File: src/rtl/kanagawa_hal_fifo_drain_skid_if.sv
// FIFO-drain bundle: show-ahead FIFO read side in, registered valid/ready stream out.
// master = drain block, slave = FIFO/consumer side.
interface kanagawa_hal_fifo_drain_skid_if #(
  parameter int WIDTH = 32
);
  logic             fifo_empty;
  logic [WIDTH-1:0] fifo_q;
  logic             fifo_rdreq;
  logic             flush;
  logic             out_valid;
  logic             out_ready;
  logic [WIDTH-1:0] out_data;
  logic [1:0]       occupancy;

  modport master (
    input  fifo_empty, fifo_q, flush, out_ready,
    output fifo_rdreq, out_valid, out_data, occupancy
  );

  modport slave (
    output fifo_empty, fifo_q, flush, out_ready,
    input  fifo_rdreq, out_valid, out_data, occupancy
  );
endinterface

File: src/rtl/kanagawa_hal_fifo_drain_skid.sv
// Show-ahead FIFO drain into a 2-entry registered skid buffer.
// Optional beat/stall counters: define KANAGAWA_FIFO_DRAIN_STATS_EN.
module kanagawa_hal_fifo_drain_skid #(
  parameter int WIDTH = 32
`ifdef KANAGAWA_FIFO_DRAIN_STATS_EN
  , parameter int STATS_WIDTH = 32
`endif
) (
  input  logic clock,
  input  logic rst_n,
  kanagawa_hal_fifo_drain_skid_if.master bus
`ifdef KANAGAWA_FIFO_DRAIN_STATS_EN
  , output logic [STATS_WIDTH-1:0] stat_beats
  , output logic [STATS_WIDTH-1:0] stat_stalls
`endif
);

  typedef enum logic [1:0] {
    EMPTY = 2'd0,
    ONE   = 2'd1,
    TWO   = 2'd2
  } state_e;

  state_e           state_q, state_d;
  logic             run_q;
  logic [WIDTH-1:0] entry0_q, entry0_d;
  logic [WIDTH-1:0] entry1_q, entry1_d;
  logic             push, pop;

  // rdreq never looks at out_ready; that is the whole point
  assign push = run_q && !bus.fifo_empty
             && !bus.flush && (state_q != TWO);
  assign pop  = (state_q != EMPTY) && bus.out_ready;

  assign bus.fifo_rdreq = push;
  assign bus.out_valid  = (state_q != EMPTY);
  assign bus.out_data   = entry0_q;
  assign bus.occupancy  = state_q;

  always_ff @(posedge clock or negedge rst_n) begin
    if (!rst_n) begin
      state_q  <= EMPTY;
      run_q    <= 1'b0;
      entry0_q <= '0;
      entry1_q <= '0;
    end else begin
      state_q  <= state_d;
      run_q    <= 1'b1;
      entry0_q <= entry0_d;
      entry1_q <= entry1_d;
    end
  end

  always_comb begin
    state_d  = state_q;
    entry0_d = entry0_q;
    entry1_d = entry1_q;
    unique case (state_q)
      EMPTY: begin
        if (push) begin
          entry0_d = bus.fifo_q;
          state_d  = ONE;
        end
      end
      ONE: begin
        if (push && pop) begin
          entry0_d = bus.fifo_q;
        end else if (push) begin
          entry1_d = bus.fifo_q;
          state_d  = TWO;
        end else if (pop) begin
          state_d  = EMPTY;
        end
      end
      TWO: begin
        if (pop) begin
          entry0_d = entry1_q;
          state_d  = ONE;
        end
      end
      default: state_d = EMPTY;
    endcase
    if (bus.flush) state_d = EMPTY;
  end

`ifdef KANAGAWA_FIFO_DRAIN_STATS_EN
  logic [STATS_WIDTH-1:0] beats_q, beats_d;
  logic [STATS_WIDTH-1:0] stalls_q, stalls_d;
  logic                   stall;

  assign stall = (state_q != EMPTY) && !bus.out_ready;

  // saturating; flush deliberately leaves them alone
  always_comb begin
    beats_d  = beats_q;
    stalls_d = stalls_q;
    if (pop && (beats_q != '1))
      beats_d = beats_q + 1'b1;
    if (stall && (stalls_q != '1))
      stalls_d = stalls_q + 1'b1;
  end

  always_ff @(posedge clock or negedge rst_n) begin
    if (!rst_n) begin
      beats_q  <= '0;
      stalls_q <= '0;
    end else begin
      beats_q  <= beats_d;
      stalls_q <= stalls_d;
    end
  end

  assign stat_beats  = beats_q;
  assign stat_stalls = stalls_q;
`endif

endmodule

File: src/flat_wrapper.sv
// flat-port wrapper written by rule: the top's interface ports become plain ports
module kanagawa_hal_fifo_drain_skid_flat 
#(
  parameter int WIDTH = 32

)
  (clock, rst_n, bus_fifo_empty, bus_fifo_q, bus_flush, bus_out_ready, bus_fifo_rdreq, bus_out_valid, bus_out_data, bus_occupancy);
  kanagawa_hal_fifo_drain_skid_if #(.WIDTH(WIDTH)) bus_i ();
  input  logic clock;
  input  logic rst_n;
  input wire logic [$bits(bus_i.fifo_empty)-1:0] bus_fifo_empty;
  input wire logic [$bits(bus_i.fifo_q)-1:0] bus_fifo_q;
  input wire logic [$bits(bus_i.flush)-1:0] bus_flush;
  input wire logic [$bits(bus_i.out_ready)-1:0] bus_out_ready;
  output wire logic [$bits(bus_i.fifo_rdreq)-1:0] bus_fifo_rdreq;
  output wire logic [$bits(bus_i.out_valid)-1:0] bus_out_valid;
  output wire logic [$bits(bus_i.out_data)-1:0] bus_out_data;
  output wire logic [$bits(bus_i.occupancy)-1:0] bus_occupancy;
  assign bus_i.fifo_empty = bus_fifo_empty;
  assign bus_i.fifo_q = bus_fifo_q;
  assign bus_i.flush = bus_flush;
  assign bus_i.out_ready = bus_out_ready;
  assign bus_fifo_rdreq = bus_i.fifo_rdreq;
  assign bus_out_valid = bus_i.out_valid;
  assign bus_out_data = bus_i.out_data;
  assign bus_occupancy = bus_i.occupancy;
  kanagawa_hal_fifo_drain_skid #(.WIDTH(WIDTH)) u_core (.clock(clock), .rst_n(rst_n), .bus(bus_i));
endmodule
File: config.mk
export PLATFORM = sky130hd
export DESIGN_NAME = kanagawa_hal_fifo_drain_skid_flat
export DESIGN_NICKNAME = d
export VERILOG_FILES = /design/src/rtl/kanagawa_hal_fifo_drain_skid_if.sv /design/src/rtl/kanagawa_hal_fifo_drain_skid.sv /design/src/flat_wrapper.sv
export SDC_FILE = /design/constraint.sdc
export NUM_CORES = 1
export LEC_CHECK = 0
export CELL_PAD_IN_SITES_DETAIL_PLACEMENT = 1
export CELL_PAD_IN_SITES_GLOBAL_PLACEMENT = 1
export CORE_MARGIN = 2
export CORE_UTILIZATION = 42
export DETAILED_ROUTE_END_ITERATION = 8
export GPL_ROUTABILITY_DRIVEN = 0
export HOLD_SLACK_MARGIN = 0.05
export PLACE_DENSITY = 0.88
export SYNTH_ARGS = -nofsm -noshare
export SYNTH_HDL_FRONTEND = slang
export SYNTH_SLANG_ARGS = --single-unit
File: constraint.sdc
create_clock -name clock -period 3.1 [get_ports clock]
set_clock_uncertainty 0.05 [all_clocks]
set_input_delay 0.62 -clock clock [delete_from_list [all_inputs] [get_ports clock]]
set_output_delay 0.62 -clock clock [all_outputs]
set_load 0.02 [all_outputs]
==> results of run 1 <==
per-stage QoR:
stage / hold slack (ps) / util
after global placement: 438.5 / 0.5513
after floorplan: 274.4 / -
after global routing: 478.9 / 0.5786
final: 430.1 / 0.5786
after detailed placement: 446.0 / 0.5513
after CTS: 461.3 / 0.5786
layer usage:
layer	global-route usage	wire length, µm
met3	0.04198	351
met2	0.3213	3480
met5	0	0
met4	0.05372	48
met1	0.2458	2977
worst min-delay path by stage:
stage	from	end	depth (start not counted)
6_report	rst_n	u_core.bus.out_data[11]$_DFFE_PN0P_	2
3_3_place_gp	u_core.entry1_q[0]$_DFFE_PN0P_	u_core.entry1_q[0]$_DFFE_PN0P_	1
3_5_place_dp	u_core.entry1_q[8]$_DFFE_PN0P_	u_core.entry1_q[8]$_DFFE_PN0P_	1
4_1_cts	rst_n	u_core.bus.out_data[12]$_DFFE_PN0P_	2
5_1_grt	rst_n	u_core.entry1_q[11]$_DFFE_PN0P_	2
2_1_floorplan	rst_n	u_core.bus.occupancy[0]$_DFFE_PN0P_	0
report_power, final:
part | total (mW) | leakage (nW) | internal (mW) | switching, mW
combinational | 0.637 | 0.828 | 0.353 | 0.284
sequential | 1.15 | 0.810 | 1.05 | 0.105
clock | 0.671 | 0.0936 | 0.369 | 0.301
kinds of logic (layout without fill, tap and decap cells):
family | count (synthesis) | in the layout | synth area share
compound gates | 35 | 35 | 0.06600
buf+inv | 15 | 91 | 0.04094
flops | 67 | 67 | 0.5597
mux | 65 | 65 | 0.2669
other cells | 1 | 1 | 0.001252
simple gates | 45 | 45 | 0.06517
cells in the final DEF (no fill, tap or decap):
cell type	netlist	routed
nand3b_1	1	1
clkbuf_8	0	13
mux2_2	3	3
a21oi_1	32	32
dfrtp_1	67	67
o31ai_4	1	1
clkinvlp_4	0	1
nand2_1	3	3
nand2b_1	1	1
or2_2	1	1
buf_12	3	1
buf_2	8	1
mux2i_1	33	33
conb_1	1	1
nor2_1	35	35
clkdlybuf4s50_1	0	71
o21a_1	1	1
buf_4	0	4
or3b_2	0	1
mux2_4	29	29
o22a_1	1	1
or3b_4	1	1
nor2b_4	0	1
nor2b_1	2	1
flip-flops by register name (all words and copies together) (netlist names):
name                  flops
u_core.bus.out_data      32
u_core.run_q              1
u_core.entry1_q          32
u_core.bus.occupancy      2
final cells by class:
cell class	count	area share
Clock buffer	13	0.04527
Sequential cell	67	0.4242
Timing Repair Buffer	77	0.1937
Clock inverter	1	0.001899
Tap cell	96	0.03039
Multi-Input combinational cell	146	0.3045
critical path, cell delays in order:
cell and delay, ps:
clkdlybuf4s50_1 450, or3b_4 440, nor2_1 100, clkdlybuf4s50_1 610
==> key figures, run 1 <==
Finish
  – Final Instance Area: 3953 µm²
  – Antenna diode count: 0
  – Layout Cells excl Fill: 400
  – FILL cells: 700
  – Synth-to-layout area growth: 31.95%
  – Multi-input combinational cell area: 1204 µm²
  – Share of cells above drive strength 1: 0.1875
  – Layout Nets: 338
  – Seq. cell area: 1677 µm²

Min path
  – Worst Hold Class: input pin to asynchronous set/reset pin

Timing
  – Final Hold Fails: 0
  – Period minus WS final: 2898 ps
  – Slew margin rel.: 0.4395
  – Measured slew at the worst slew-check pin: 840.8 ps
  – Final max-slew violation count: 0
  – Final worst-path cycle share: 0.9349
  – Final WS setup: 201.7 ps
  – Setup-failing EPs final: 0
  – RSZ-0062 raised after global routing: false
  – Fin Setup TNS: 0 ps
  – Fmax: 0.3450 GHz

Die
  – Row cnt: 30
  – # IOs: 73
  – Placeable Area: 6832 µm²
  – Die area: 7823 µm²
  – Die width: 88.45 µm
  – Die outline height: 88.45 µm
  – Initial core utilization: 0.4385

Critical path
  – FF-to-FF setup slack: 1050 ps
  – Worst endpoint data arrival time: 2230 ps
  – CP startpoint kind: input pin
  – Worst Setup SP: bus_flush
  – WS Path Type: input pin to output pin
  – Worst Setup End Kind: output pin
  – R2R Path Start: u_core.bus.occupancy[0]$_DFFE_PN0P_
  – Critical path peak fanout: 3
  – WP data required: 2430 ps
  – Crit path capture: bus_fifo_rdreq
  – Worst R2R End: u_core.entry1_q[16]$_DFFE_PN0P_
  – Reg2reg path depth: 4

Logic synthesis
  – Post-synth cell types: 21
  – Top area cells in the synthesized netlist: dfrtp_1 56%, mux2_4 15%, mux2i_1 11%
  – Top post-synthesis cells by count: 67 x dfrtp_1, 35 x nor2_1, 33 x mux2i_1
  – Syn_nets: 265
  – Register area share after synthesis: 0.5597
  – EDFF count, synth: 0
  – Synth top area share: 0.5597
  – Post-Syn Instances: 228
  – Post-synth top area cell: dfrtp_1
  – Yosys warns: 0
  – Most common cell in the netlist: dfrtp_1
  – Ys async rst share: 1.000
  – Flops & latches, synth: 67
  – Ys flop type: dfrtp_1
  – Syn Area/Cell: 13.14 µm²
  – Post-Syn Area: 2995 µm²

Clocking
  – CTS buffer count: 9
  – TritonCTS clock tree: yes
  – Root buffer cell: clkbuf_8
  – Clock Latency Late Sink: 320 ps
  – # clock sinks: 67
  – Post-CTS Resized: 0
  – # hold bufs at CTS: 0
  – H-tree depth: 3
  – Clk slew on worst S/H paths: 70 ps
  – Max Root-Sink Buffers: 2
  – Setup Buffers After CTS: 0

Routing
  – Drt drc: 0
  – DR vias: 2011
  – WL final: 6.857 mm
  – DR pass1 iterations: 4
  – WL/cell: 17.14 µm
  – Initial drt markers: 85
  – Detail Route Antenna Nets: 0
  – Routed vias/inst: 5.028

Power
  – Leak Pwr: 1.732 nW
  – PD cells: 622.0 nW/µm²
  – Maximum VDD drop: 0.3598 mV
  – Final Power: 2.459 mW

Placed design
  – Count of input and output buffers: 72
  – Hpwl dp: 4.466 mm
  – Placed Area: 3766 µm²
  – Dpl ws: 216.5 ps
  – Dpl cells: 386

Outcome
  – Status: complete, no violations

Global routing
  – Largest net degree at the start of global routing: 68
  – Vias in the first global route: 2239
  – Initial antenna violation count: 0
  – First-pass GRT wire length: 11.24 mm
  – Grt ovf: 0
  – GRT Overall Usage: 0.1896

Job
  – Max Cap Viol: 0
(Power assumes the default switching activity.)
==> inputs of run 2 (changes only) <==
- GPL_ROUTABILITY_DRIVEN: 0 -> not set
==> results of run 2 <==
Final layout, timing and power as in run 1 (identical DEF).
